===== src/rtl/seq_detector_param.sv =====
// Programmable serial bit-pattern detector with runtime pattern/length/overlap and a Mealy match flag.
// Optional saturating match counter is built only when MATCH_CNT_EN is defined.
module seq_detector_param #(
    parameter int unsigned        MAX_LEN     = 8,
    parameter int unsigned        LEN_W       = $clog2(MAX_LEN) + 1,
    parameter logic [MAX_LEN-1:0] DEF_PATTERN = MAX_LEN'(2'b11),
    parameter int unsigned        DEF_LEN     = 2,
    parameter bit                 DEF_OVL     = 1'b1,
    parameter int unsigned        CNT_W       = 8
) (
    input  logic               clk,
    input  logic               rst_b,
    input  logic               en,
    input  logic               cfg_load,
    input  logic [MAX_LEN-1:0] cfg_pattern,
    input  logic [LEN_W-1:0]   cfg_len,
    input  logic               cfg_overlap,
    input  logic               x_vld,
    input  logic               x,
    output logic               y,
    input  logic               cnt_clr,
    output logic [CNT_W-1:0]   match_cnt
);

    typedef enum logic [1:0] {
        S_IDLE = 2'd0,
        S_FILL = 2'd1,
        S_HUNT = 2'd2
    } state_e;

    state_e               state_q, state_d;
    logic [MAX_LEN-1:0]   hist_q, hist_d;
    logic [LEN_W-1:0]     fill_q, fill_d;
    logic [MAX_LEN-1:0]   pattern_q;
    logic [LEN_W-1:0]     len_q;
    logic                 ovl_q;

    logic                 cfg_we;
    logic [LEN_W-1:0]     cfg_len_clamped;
    logic [LEN_W-1:0]     len_eff;
    logic                 accept;
    logic [MAX_LEN-1:0]   hist_n;
    logic [LEN_W-1:0]     fill_n;
    logic [MAX_LEN-1:0]   len_mask;
    logic                 hit;
    logic                 unused_hist_msb;

    // Config is only writable while the detector is parked in IDLE.
    assign cfg_we  = cfg_load && (state_q == S_IDLE);
    assign len_eff = cfg_we ? cfg_len_clamped : len_q;
    assign accept  = en && x_vld && (state_q != S_IDLE);
    assign hist_n  = {hist_q[MAX_LEN-2:0], x};
    assign fill_n  = (fill_q == LEN_W'(MAX_LEN)) ? fill_q : fill_q + LEN_W'(1);
    assign unused_hist_msb = hist_q[MAX_LEN-1];

    always_comb begin
        cfg_len_clamped = cfg_len;
        if (cfg_len == '0) begin
            cfg_len_clamped = LEN_W'(1);
        end else if (cfg_len > LEN_W'(MAX_LEN)) begin
            cfg_len_clamped = LEN_W'(MAX_LEN);
        end
    end

    // Compare only the low len bits of the shifted-in history against the pattern.
    always_comb begin
        len_mask = '0;
        for (int i = 0; i < int'(MAX_LEN); i++) begin
            len_mask[i] = (LEN_W'(i) < len_q);
        end
        hit = (((hist_n ^ pattern_q) & len_mask) == '0);
    end

    always_ff @(posedge clk or negedge rst_b) begin
        if (!rst_b) begin
            state_q <= S_IDLE;
            hist_q  <= '0;
            fill_q  <= '0;
        end else begin
            state_q <= state_d;
            hist_q  <= hist_d;
            fill_q  <= fill_d;
        end
    end

    always_comb begin
        state_d = state_q;
        hist_d  = hist_q;
        fill_d  = fill_q;
        if (!en) begin
            state_d = S_IDLE;
            hist_d  = '0;
            fill_d  = '0;
        end else begin
            unique case (state_q)
                S_IDLE: begin
                    state_d = (len_eff == LEN_W'(1)) ? S_HUNT : S_FILL;
                    hist_d  = '0;
                    fill_d  = '0;
                end
                S_FILL: begin
                    if (accept) begin
                        hist_d = hist_n;
                        fill_d = fill_n;
                        if (fill_n >= len_q - LEN_W'(1)) begin
                            state_d = S_HUNT;
                        end
                    end
                end
                S_HUNT: begin
                    if (accept) begin
                        if (hit && !ovl_q) begin
                            // Non-overlapping: the matched bits cannot seed the next match.
                            hist_d  = '0;
                            fill_d  = '0;
                            state_d = (len_q == LEN_W'(1)) ? S_HUNT : S_FILL;
                        end else begin
                            hist_d = hist_n;
                            fill_d = fill_n;
                        end
                    end
                end
                default: begin
                    state_d = S_IDLE;
                    hist_d  = '0;
                    fill_d  = '0;
                end
            endcase
        end
    end

    always_comb begin
        y = 1'b0;
        if (accept && (state_q == S_HUNT) && hit) begin
            y = 1'b1;
        end
    end

    always_ff @(posedge clk or negedge rst_b) begin
        if (!rst_b) begin
            pattern_q <= DEF_PATTERN;
            len_q     <= LEN_W'(DEF_LEN);
            ovl_q     <= DEF_OVL;
        end else if (cfg_we) begin
            pattern_q <= cfg_pattern;
            len_q     <= cfg_len_clamped;
            ovl_q     <= cfg_overlap;
        end
    end

`ifdef MATCH_CNT_EN
    logic [CNT_W-1:0] cnt_q;

    // Clear wins over a coincident match; count saturates at all-ones.
    always_ff @(posedge clk or negedge rst_b) begin
        if (!rst_b) begin
            cnt_q <= '0;
        end else if (cnt_clr) begin
            cnt_q <= '0;
        end else if (y && (cnt_q != '1)) begin
            cnt_q <= cnt_q + CNT_W'(1);
        end
    end

    assign match_cnt = cnt_q;
`else
    logic unused_cnt_clr;

    assign unused_cnt_clr = cnt_clr;
    assign match_cnt      = '0;
`endif

endmodule


===== config.mk =====
export PLATFORM = sky130hd
export DESIGN_NAME = seq_detector_param
export DESIGN_NICKNAME = d
export VERILOG_FILES = /design/src/rtl/seq_detector_param.sv
export SDC_FILE = /design/constraint.sdc
export NUM_CORES = 1
export LEC_CHECK = 0
export ABC_AREA = 1
export ABC_CLOCK_PERIOD_IN_PS = 2400
export BUFFER_PORTS_ARGS = -buffer_cell sky130_fd_sc_hd__buf_2
export CAP_MARGIN = 20
export CELL_PAD_IN_SITES_DETAIL_PLACEMENT = 0
export CELL_PAD_IN_SITES_GLOBAL_PLACEMENT = 1
export CORE_MARGIN = 2
export CORE_UTILIZATION = 41
export DETAILED_ROUTE_END_ITERATION = 16
export GPL_TIMING_DRIVEN = 0
export PLACE_DENSITY_LB_ADDON = 0.1
export SYNTH_ARGS = -nofsm -noshare
export SYNTH_HDL_FRONTEND = slang
export SYNTH_SLANG_ARGS = --single-unit

===== constraint.sdc =====
create_clock -name clk -period 2.4 [get_ports clk]
set_clock_uncertainty 0.2 [all_clocks]
set_input_delay 0.24 -clock clk [delete_from_list [all_inputs] [get_ports clk]]
set_output_delay 0.24 -clock clk [all_outputs]
set_load 0.05 [all_outputs]

==> summary.md, run 1 <==
| Metric | Value |
|---|---|
| Core Rows | 24 |
| Area delta synth->final | 20.8% |
| Clock root cell | clkbuf_8 |
| Global placer's final weighted congestion | 0.743 |
| GR Util All Layers | 16.6% |
| Layout Utilization | 51.4% |
| Dpl hpwl | 2830 um |
| Setup crit start kind | flop |
| Worst Tran Pin Value | 0.598 ns |
| Worst Hold Class | primary input to flop |
| Buffers on Ports | 19 |
| Share of cells above drive strength 1 | 26.2% |
| Synth area leaders | dfrtp_1 (30%), nand2_1 (16%), ha_1 (8.8%), inv_1 (7.3%), dfstp_2 (5.7%) |
| Sequential power share | 32.2% |
| Clk slew on worst S/H paths | 0.09 ns |
| Hold depth | 3 |
| Fmax | 447 MHz |
| Initial antenna violation count | 0 |
| Drt pass-1 iters | 4 |
| Routed WL per cell | 10.9 um |
| PwrDens | 940 nW/um^2 |
| Hold_sp | cfg_len[1] |
| Reg2reg start | fill_q[0] |
| # diodes | 0 |
| Reg-to-reg setup timing slack | 0.27 ns |
| Final hold viol count | 0 |
| Required @ worst endpoint | 1.96 ns |
| Slew Limit Fails | 0 |
| Yosys top cell by area | dfrtp_1 |
| Slew headroom | 60.1% |
| Synth Cell Area | 1840 sq um |
| Drt drc | 0 |
| Synth warn | 0 |
| Endpoints failing setup | 0 |
| CP endpoint kind | output pin |
| Largest net degree at the start of global routing | 27 |
| Final Critical Period | 2.24 ns |
| Die X | 71.0 um |
| Layout net count | 320 |
| Sequential element share of the synthesized area | 35.6% |
| Max Cap Violations | 0 |
| Cell variety after synth | 28 |
| Setup TNS | 0 ns |
| Peak VDD IR | 0.404 mV |
| Average cell area after synthesis | 7.60 sq um |
| CP arrival | 1.80 ns |
| Detailed router's first-iteration violation count | 45 |
| Worst skew pair latency | 0.27 ns |
| Inst Count DP | 320 |
| Min-Delay Endpoint | len_q[1] |
| CTS Buffer Depth | 2 |
| FF-to-FF End | state_q[0] |
| CTS sink cnt | 26 |
| Vias/cell | 4.46 |
| Switching power | 932 uW |
| Outcome | finished clean |
| Final cell count without fillers | 338 |
| Number of H-tree levels | 1 |
| Post-route ant nets | 0 |
| Comb power frac | 54.0% |
| Vias in the first global route | 1,492 |
| Total Routed Length | 3690 um |
| Initial Util | 42.5% |
| Filler Cells Inserted | 438 |
| TritonCTS clock tree | yes |
| Synthesized instance count | 242 |
| Global-route wire length before repair | 6650 um |
| Total CTS buffers | 3 |
| Die ar. | 5040 sq um |
| DR vias | 1,507 |
| Clock power share | 13.7% |
| P_int | 1160 uW |
| CP max FO | 4 |
| Vert. Die Dim | 71.0 um |
| Ports | 29 |
| Global route overflow | 0 |
| Share of the synthesized area in the top cell type | 29.9% |
| CP Class | flop to output pin |
| Sw Ratio | 44.6% |
| Register-to-Register Path Depth | 12 |
| Synthesized flop and latch total | 26 |
| Area of the core | 4320 sq um |
| Final Cycle Share | 93.1% |
| Leakage | 0.00117 uW |
-- worst max-delay path, cell delays in order (launching register included) --
cell,delay [ns]
dfrtp_1,0.44
inv_2,0.10
ha_2,0.21
inv_1,0.04
nand2_1,0.05
nand2_1,0.04
nand2_1,0.06
nand2_1,0.05
nor2_1,0.13
nand3_1,0.12
nor2_1,0.13
buf_6,0.17
-- timing repair --
action / CTS / global route
endpoints found under the setup margin: 0 / 3
hold endpoints to repair: 31 / 0
resized for setup: 0 / 7
buffers inserted: 0 / 4
hold buffers: 10 / 0
-- stage by stage --
stage,power [uW],cell area [sq um],worst slack [ns],hold WS [ns]
floorplan,1530,1870,0.203,-0.256
global placement,1780,2030,0.128,0.0959
detailed placement,1780,2030,0.123,0.0888
CTS,2090,2180,0.00926,0.00771
global route,2330,2220,-0.00374,0.0161
finish,2090,2220,0.165,0.0145
-- power by group through the flow --
stage | Sequential (uW) | Clock [uW] | Combinational, uW
3_5_place_dp | 683 | 0 | 1100
3_3_place_gp | 682 | 0 | 1090
2_1_floorplan | 658 | 0 | 870
4_1_cts | 675 | 302 | 1120
6_report | 673 | 287 | 1130
5_1_grt | 690 | 317 | 1320
-- logic make-up after synthesis --
| group | after synthesis | synth area share [%] |
|---|---|---|
| simple gates | 119 | 30.3 |
| fa+ha+maj | 13 | 8.84 |
| other cells | 1 | 0.204 |
| buf+inv | 53 | 13.5 |
| xor+xnor | 5 | 2.38 |
| compound gates | 25 | 9.12 |
| flops | 26 | 35.6 |
-- cells in the mapped netlist --
master,n
o211ai_2,1
nand2_2,2
or2_2,1
nor2_1,10
nand3_1,12
xnor2_1,3
buf_4,9
a21oi_1,3
inv_1,36
o21ai_1,1
dfstp_2,4
ha_1,13
dfrtp_1,22
clkbuf_1,1
nor2_2,1
o21ai_2,8
o21ai_0,10
buf_6,2
inv_2,4
buf_2,1
nor2_4,1
nand3_2,10
o211ai_1,1
xor2_1,2
conb_1,1
nand4_1,6
o21bai_1,1
nand2_1,76
-- metal layers --
layer / vias up / global-route usage [%] / share of wire [%]
li1: 825 / - / -
met1: 665 / 23.4 / 51
met2: 13 / 26.6 / 46
met3: 4 / 2.14 / 2.0
met4: 0 / 5.03 / 1.2
met5: - / 0 / 0
-- state kept, by name, summed over array words and instances (netlist names) --
signal / flops
fill_q: 4
hist_q: 7
len_q: 4
ovl_q: 1
pattern_q: 8
state_q: 2
-- cell usage in the layout (no fill, tap or decap), drive strengths merged --
cell,count
xor2,2
o21bai,1
nand4,6
or2,1
dlygate4sd3,10
dfrtp,22
ha,13
clkbuf,5
xnor2,3
a21oi,3
conb,8
buf,35
nand2,78
nand3,22
inv,40
nor2,12
o211ai,2
dfstp,4
o21ai,19
-- area by class of cell --
type | count | area, sq um | area share [%]
Sequential cell | 26 | 656 | 29.5
Timing Repair Buffer | 33 | 231 | 10.4
Inverter | 40 | 150 | 6.76
Multi-Input combinational cell | 170 | 966 | 43.5
Tap cell | 52 | 65.1 | 2.93
Clock buffer | 4 | 55.1 | 2.48
Buffer | 13 | 98.8 | 4.45
-- worst max path at each step --
stage	from	end	slack, ns	cells past startpoint
floorplan	len_q[0]	y	0.20	10
global placement	fill_q[0]	state_q[1]	0.13	12
detailed placement	fill_q[0]	state_q[0]	0.12	12
CTS	len_q[0]	y	0.009	11
global route	len_q[0]	y	-0.004	11
finish	len_q[0]	y	0.16	11
No activity file was read; power rests on OpenSTA's default activity.
==> run 2, diff against run 1 <==
Settings changed: ABC_AREA 1 to not set, CORE_UTILIZATION 41 to 42.
==> summary.md, run 2 <==
| Metric | Value |
|---|---|
| Outcome | finished, violations left (was finished clean) |
| Failing checks | setup timing |
| Initial Util | 44.7% (was 42.5%) |
| # diodes | 0 (unchanged) |
| Die ar. | 4510 sq um (was 5040 sq um) |
| Slew headroom | 60.4% (was 60.1%) |
| Drt drc | 0 (unchanged) |
| Setup WS post-layout | -0.0714 ns (was 0.165 ns) |
| Peak VDD IR | 0.571 mV (was 0.404 mV) |
| Detailed router's first-iteration violation count | 58 (was 45) |
| Synthesized instance count | 176 (was 242) |
| Reg-to-reg setup timing slack | -0.01 ns (was 0.27 ns) |
| Sequential element share of the synthesized area | 39.2% (was 35.6%) |
| Total Power | 2390 uW (was 2090 uW) |
| Pre-CTS setup slack | -0.119 ns (was 0.123 ns) |
| Synth Cell Area | 1670 sq um (was 1840 sq um) |
| Area delta synth->final | 31.2% (was 20.8%) |
| Most frequent cells after synthesis | nand2_1 (29), dfrtp_1 (22), o21ai_0 (19) (was nand2_1 (76), inv_1 (36), dfrtp_1 (22)) |
| Leakage | 0.000983 uW (was 0.00117 uW) |
| Required @ worst endpoint | 1.96 ns (about the same) |
| Inst Count DP | 250 (was 320) |
| Synth area leaders | dfrtp_1 (33%), ha_1 (9.7%), mux2_2 (6.7%), nand2_1 (6.5%), dfstp_2 (6.3%) (was dfrtp_1 (30%), nand2_1 (16%), ha_1 (8.8%), inv_1 (7.3%), dfstp_2 (5.7%)) |
| Number of H-tree levels | 1 (unchanged) |
| Min-Delay Endpoint | pattern_q[0] (was len_q[1]) |
| Final Critical Period | 2.47 ns (was 2.24 ns) |
| Max reg flops | 8 (unchanged) |
| Most numerous cell in the Yosys netlist | nand2_1 (unchanged) |
| Biggest regs | pattern_q x8, hist_q x7 (unchanged) |
| PwrDens | 1090 nW/um^2 (was 940 nW/um^2) |
| Hold_sp | cfg_pattern[0] (was cfg_len[1]) |
| Global-route wire length before repair | 6130 um (was 6650 um) |
| Final cell count without fillers | 270 (was 338) |
| FFs w/ async S/R, synth | 100% (unchanged) |
| Synth warn | 0 (unchanged) |
| Share of cells above drive strength 1 | 36.9% (was 26.2%) |
| Reg2reg start | len_q[1] (was fill_q[0]) |
| RSZ-0062 raised after global routing | yes |
| Fmax | 405 MHz (was 447 MHz) |
| Global placer's final weighted congestion | 0.832 (was 0.743) |
| DR vias | 1,394 (was 1,507) |
| Worst Tran Pin Value | 0.594 ns (was 0.598 ns) |
| Clk slew on worst S/H paths | 0.09 ns (about the same) |
| Total Routed Length | 3790 um (was 3690 um) |
| FF-to-FF End | state_q[1] (was state_q[0]) |
| Share of the synthesized area in the top cell type | 32.9% (was 29.9%) |
| Core Rows | 22 (was 24) |
| Dpl hpwl | 2550 um (was 2830 um) |
| Register-to-Register Path Depth | 8 (was 12) |
| CTS Buffer Depth | 2 (unchanged) |
| Most frequent cells in the layout | nand2_1 (27), dfrtp_1 (21), buf_4 (18), buf_2 (18), o21ai_0 (16) (was nand2_1 (76), inv_1 (34), dfrtp_1 (22)) |
| Layout net count | 256 (was 320) |
| Final Hold Slack | 0.000752 ns (was 0.0145 ns) |
| Hold depth | 2 (was 3) |
| Die X | 67.1 um (was 71.0 um) |
| Synthesized flop and latch total | 26 (unchanged) |
| CP endpoint kind | output pin (unchanged) |
| Cell variety after synth | 42 (was 28) |
| Total CTS buffers | 3 (unchanged) |
| CTS sink cnt | 26 (unchanged) |
| Drt pass-1 iters | 4 (unchanged) |
| CP arrival | 2.03 ns (was 1.80 ns) |
| CP max FO | 4 (unchanged) |
| Initial antenna violation count | 0 (unchanged) |
| Average cell area after synthesis | 9.51 sq um (was 7.60 sq um) |
| Largest reg by FF count | pattern_q (unchanged) |
| Max Cap Violations | 0 (unchanged) |
| Worst skew pair latency | 0.28 ns (was 0.27 ns) |
| Vias/cell | 5.16 (was 4.46) |
| Routed WL per cell | 14.0 um (was 10.9 um) |
| Area of the core | 3740 sq um (was 4320 sq um) |
| Endpoints failing setup | 2 (was 0) |
| CP Class | flop to output pin (unchanged) |
| Setup TNS | -0.0833 ns (was 0 ns) |
| EDFF count, synth | 0 (unchanged) |
| Vias in the first global route | 1,388 (was 1,492) |
| Ports | 29 (unchanged) |
| TritonCTS clock tree | yes (unchanged) |
| Post-route ant nets | 0 (unchanged) |
| Global route overflow | 0 (unchanged) |
| Yosys top cell by area | dfrtp_1 (unchanged) |
| Synth Flop Type | dfrtp_1 (unchanged) |
| GR Util All Layers | 17.8% (was 16.6%) |
| Final hold viol count | 0 (unchanged) |
| Clock root cell | clkbuf_8 (unchanged) |
| Commonest non-fill, non-tap cell in the layout | nand2_1 (unchanged) |
| Vert. Die Dim | 67.1 um (was 71.0 um) |
| Setup crit start kind | flop (unchanged) |
| Largest net degree at the start of global routing | 27 (unchanged) |
| Worst Hold Class | primary input to flop (unchanged) |
| Slew Limit Fails | 0 (unchanged) |
| Buffers on Ports | 19 (unchanged) |
| Final Cycle Share | 103% (was 93.1%) |
## run 2: cell families after synthesis
kind of cell | count (synthesis) | synth area share (%)
AND/OR/NAND/NOR | 52 | 15.0
AO/OA/AOI/OAI | 37 | 14.5
flip-flops | 26 | 39.2
buffers and inverters | 24 | 7.77
adder cells (fa/ha/maj) | 13 | 9.72
XOR/XNOR | 12 | 6.28
multiplexers | 11 | 7.32
other | 1 | 0.224
## run 2: worst max-delay path by stage
| stage | startpoint | end | slack, ns | depth (start not counted) |
|---|---|---|---|---|
| 6_report | len_q[1] | y | -0.07 | 7 |
| 5_1_grt | len_q[1] | y | -0.15 | 7 |
| 4_1_cts | len_q[1] | y | 0.01 | 7 |
| 3_5_place_dp | fill_q[0] | state_q[0] | -0.12 | 11 |
| 3_3_place_gp | fill_q[0] | state_q[1] | -0.04 | 11 |
| 2_1_floorplan | len_q[1] | y | 0.004 | 6 |
## run 2: what timing repair did
item | 4_1_cts | 5_1_grt
hold endpoints to repair | 28 | 0
resized for setup | 10 | 25
setup buffers | 1 | 8
hold buffers | 7 | 0
setup endpoints to repair | 13 | 13
pin swaps | 3 | 16
cloned | 0 | 0
## run 2: critical path: stages, from the launching register on
cell	delay [ns]
dfstp_2	0.40
inv_4	0.07
ha_4	0.12
or3b_4	0.40
a21oi_4	0.19
o2111ai_4	0.18
nor3_2	0.21
buf_6	0.18
## run 2: cell type report
class                   count  area [sq um]
fillers                   344          1550
multi-input cells         133          1030
flip-flops and latches     26           657
repair buffers             35           239
plain buffers              14           100
well taps                  48          60.1
clock buffers               3          41.3
inverters                  10          40.0
clock inverters             1          30.0
## run 2: metal layers
metal	vias to the layer above	part of all wire (%)	global-route usage [%]
met4	0	1.6	6.12
met1	669	43	21.5
met2	35	52	32.2
met5	-	0	0
met3	8	3.2	2.67
li1	682	-	-
## run 2: stage by stage
| stage | utilization [%] | area (sq um) |
|---|---|---|
| floorplan | - | 1710 |
| global placement | 49.7 | 1860 |
| detailed placement | 49.7 | 1860 |
| CTS | 54.7 | 2050 |
| global route | 58.7 | 2200 |
| finish | 58.7 | 2200 |
## run 2: power breakdown
part	leakage (uW)	internal [uW]	total, uW	switching, uW
registers	0.000328	593	715	122
logic	0.000619	615	1310	692
clock network	0.0000357	223	368	145
==> run 3, diff against run 2 <==
Settings changed: CELL_PAD_IN_SITES_DETAIL_PLACEMENT 0 to not set, CELL_PAD_IN_SITES_GLOBAL_PLACEMENT 1 to not set, CORE_UTILIZATION 42 to 53, PLACE_DENSITY set to 0.76, PLACE_DENSITY_LB_ADDON 0.1 to not set, SLEW_MARGIN set to 15.
==> summary.md, run 3 (synthesis results as in run 2) <==
| Metric | Value |
|---|---|
| Vias in the first global route | 1,406 (was 1,388) |
| Global placer's final weighted congestion | 0.955 (was 0.832) |
| Pre-CTS setup slack | -0.128 ns (was -0.119 ns) |
| Die X | 60.2 um (was 67.1 um) |
| Die ar. | 3620 sq um (was 4510 sq um) |
| Layout net count | 264 (was 256) |
| Leakage | 0.00101 uW (was 0.000983 uW) |
| Inst Count DP | 246 (was 250) |
| Share of cells above drive strength 1 | 35.2% (was 36.9%) |
| Slew headroom | 60.6% (was 60.4%) |
| P_int | 1270 uW (was 1430 uW) |
| Final cell count without fillers | 274 (was 270) |
| Dpl hpwl | 2620 um (was 2550 um) |
| Final hold viol count | 0 (unchanged) |
| Buffers on Ports | 19 (unchanged) |
| Switching power | 912 uW (was 960 uW) |
| Area delta synth->final | 33.3% (was 31.2%) |
| Fmax | 402 MHz (was 405 MHz) |
| Slew Limit Fails | 0 (unchanged) |
| Routed WL per cell | 14.3 um (was 14.0 um) |
| Min-Delay Endpoint | fill_q[3] (was pattern_q[0]) |
| Vert. Die Dim | 60.2 um (was 67.1 um) |
| Total CTS buffers | 3 (unchanged) |
| Total Routed Length | 3930 um (was 3790 um) |
| Clock root cell | clkbuf_4 (was clkbuf_8) |
| PwrDens | 977 nW/um^2 (was 1090 nW/um^2) |
| Endpoints failing setup | 3 (was 2) |
| Reg2reg start | fill_q[0] (was len_q[1]) |
| Required @ worst endpoint | 2.41 ns (was 1.96 ns) |
| CTS sink cnt | 26 (unchanged) |
| Ports | 29 (unchanged) |
| # diodes | 0 (unchanged) |
| Largest net degree at the start of global routing | 27 (unchanged) |
| Setup TNS | -0.192 ns (was -0.0833 ns) |
| CP max FO | 3 (was 4) |
| Core Rows | 20 (was 22) |
| FF-to-FF End | state_q[0] (was state_q[1]) |
| Commonest non-fill, non-tap cell in the layout | nand2_1 (unchanged) |
| RSZ-0062 raised after global routing | yes (unchanged) |
| Biggest regs | pattern_q x8, hist_q x7 (unchanged) |
| Area of the core | 3030 sq um (was 3740 sq um) |
| Initial antenna violation count | 0 (unchanged) |
| Worst skew pair latency | 0.32 ns (was 0.28 ns) |
| CP Class | flop to flop (was flop to output pin) |
| Final Cycle Share | 104% (was 103%) |
| Final Critical Period | 2.49 ns (was 2.47 ns) |
| Comb power frac | 58.1% (was 54.7%) |
| Number of H-tree levels | 1 (unchanged) |
| Reg-to-reg setup timing slack | -0.09 ns (was -0.01 ns) |
| Worst Tran Pin Value | 0.591 ns (was 0.594 ns) |
| Failing checks | setup timing (unchanged) |
| Drt drc | 0 (unchanged) |
| TritonCTS clock tree | yes (unchanged) |
| Largest reg by FF count | pattern_q (unchanged) |
| Setup WS post-layout | -0.0854 ns (was -0.0714 ns) |
| Setup crit start kind | flop (unchanged) |
| Detailed router's first-iteration violation count | 97 (was 58) |
| Worst Hold Class | primary input to flop (unchanged) |
| DR vias | 1,440 (was 1,394) |
| Global-route wire length before repair | 5970 um (was 6130 um) |
| Vias/cell | 5.26 (was 5.16) |
| Register-to-Register Path Depth | 11 (was 8) |
| Post-route ant nets | 0 (unchanged) |
| Peak VDD IR | 0.519 mV (was 0.571 mV) |
| CP arrival | 2.49 ns (was 2.03 ns) |
| CP endpoint kind | flop (was output pin) |
| Most frequent cells in the layout | nand2_1 (28), dfrtp_1 (21), buf_4 (18), buf_2 (18), o21ai_0 (16) (was nand2_1 (27), dfrtp_1 (21), buf_4 (18), buf_2 (18), o21ai_0 (16)) |
| Global route overflow | 0 (unchanged) |
| Hold_sp | x_vld (was cfg_pattern[0]) |
| Sequential power share | 33.0% (was 29.9%) |
| Max Cap Violations | 0 (unchanged) |
| Max reg flops | 8 (unchanged) |
| Hold depth | 4 (was 2) |
| Sw Ratio | 41.8% (was 40.1%) |
| Clk slew on worst S/H paths | 0.14 ns (was 0.09 ns) |
| Clock power share | 8.9% (was 15.4%) |
| GR Util All Layers | 22.4% (was 17.8%) |
| Drt pass-1 iters | 4 (unchanged) |
| CTS Buffer Depth | 2 (unchanged) |
| Initial Util | 55.3% (was 44.7%) |
| Outcome | finished, violations left (unchanged) |
-- run 3: cell types whose count changed in the layout (fill, tap and decap cells not counted), moves of 2 or more --
cell / before / now
clkbuf_1: 1 / 3
clkbuf_4: 1 / 4
clkbuf_8: 3 / 0
dlygate4sd3_1: 7 / 15
nand2_2: 2 / 0
-- run 3: worst max path at each step --
stage / startpoint / endpoint / cells after the start
6_report: fill_q[0] / state_q[0] / 11
5_1_grt: fill_q[0] / state_q[1] / 11
4_1_cts: len_q[1] / y / 7
3_5_place_dp: fill_q[0] / state_q[0] / 11
3_3_place_gp: fill_q[0] / state_q[1] / 11
2_1_floorplan: len_q[1] / y / 6
-- run 3: what timing repair did --
item | CTS | global route
setup buffers | 6 | 3
pin swaps | 5 | 9
resized for setup | 11 | 24
endpoints found under the setup margin | 3 | 14
hold buffers | 15 | 0
hold endpoints to repair | 36 | 0
gates cloned | 0 | 0
-- run 3: worst max-delay path, stage by stage, from the launching register on --
cell and delay (ns):
dfrtp_1 0.43, inv_2 0.09, ha_4 0.14, nand2_4 0.06, nor2_4 0.12, xnor2_2 0.08
ha_1 0.29, nand2b_4 0.13, a21oi_4 0.05, o211a_1 0.29, nor4b_4 0.34, o32ai_2 0.13
-- run 3: cell type report --
| class | instances | area [sq um] |
|---|---|---|
| Multi-Input combinational cell | 133 | 1040 |
| Fill cell | 212 | 796 |
| Sequential cell | 26 | 657 |
| Timing Repair Buffer | 43 | 319 |
| Buffer | 14 | 98.8 |
| Tap cell | 44 | 55.1 |
| Inverter | 10 | 37.5 |
| Clock buffer | 4 | 26.3 |
-- run 3: metal layers --
metal	track usage, %	vias to the layer above	wire length, um
met5	0	-	0
met4	11.1	0	138
met3	2.38	14	115
met2	40.4	40	2070
met1	25.9	692	1610
li1	-	694	-
-- run 3: power by group through the flow --
stage | sequential (uW) | clock [uW] | combinational [uW]
3_5_place_dp | 725 | 0 | 950
6_report | 720 | 195 | 1270
4_1_cts | 713 | 201 | 1130
2_1_floorplan | 687 | 0 | 769
5_1_grt | 733 | 213 | 1370
3_3_place_gp | 716 | 0 | 905
-- run 3: metrics by stage --
step	hold WS (ns)	instance area, sq um	utilization (%)	power, uW
finish	0.110	2230	73.7	2180
global route	0.140	2230	73.7	2320
CTS	0.0815	2120	70.2	2040
detailed placement	0.0691	1860	61.3	1670
global placement	0.0526	1860	61.3	1620
floorplan	-0.256	1710	-	1460
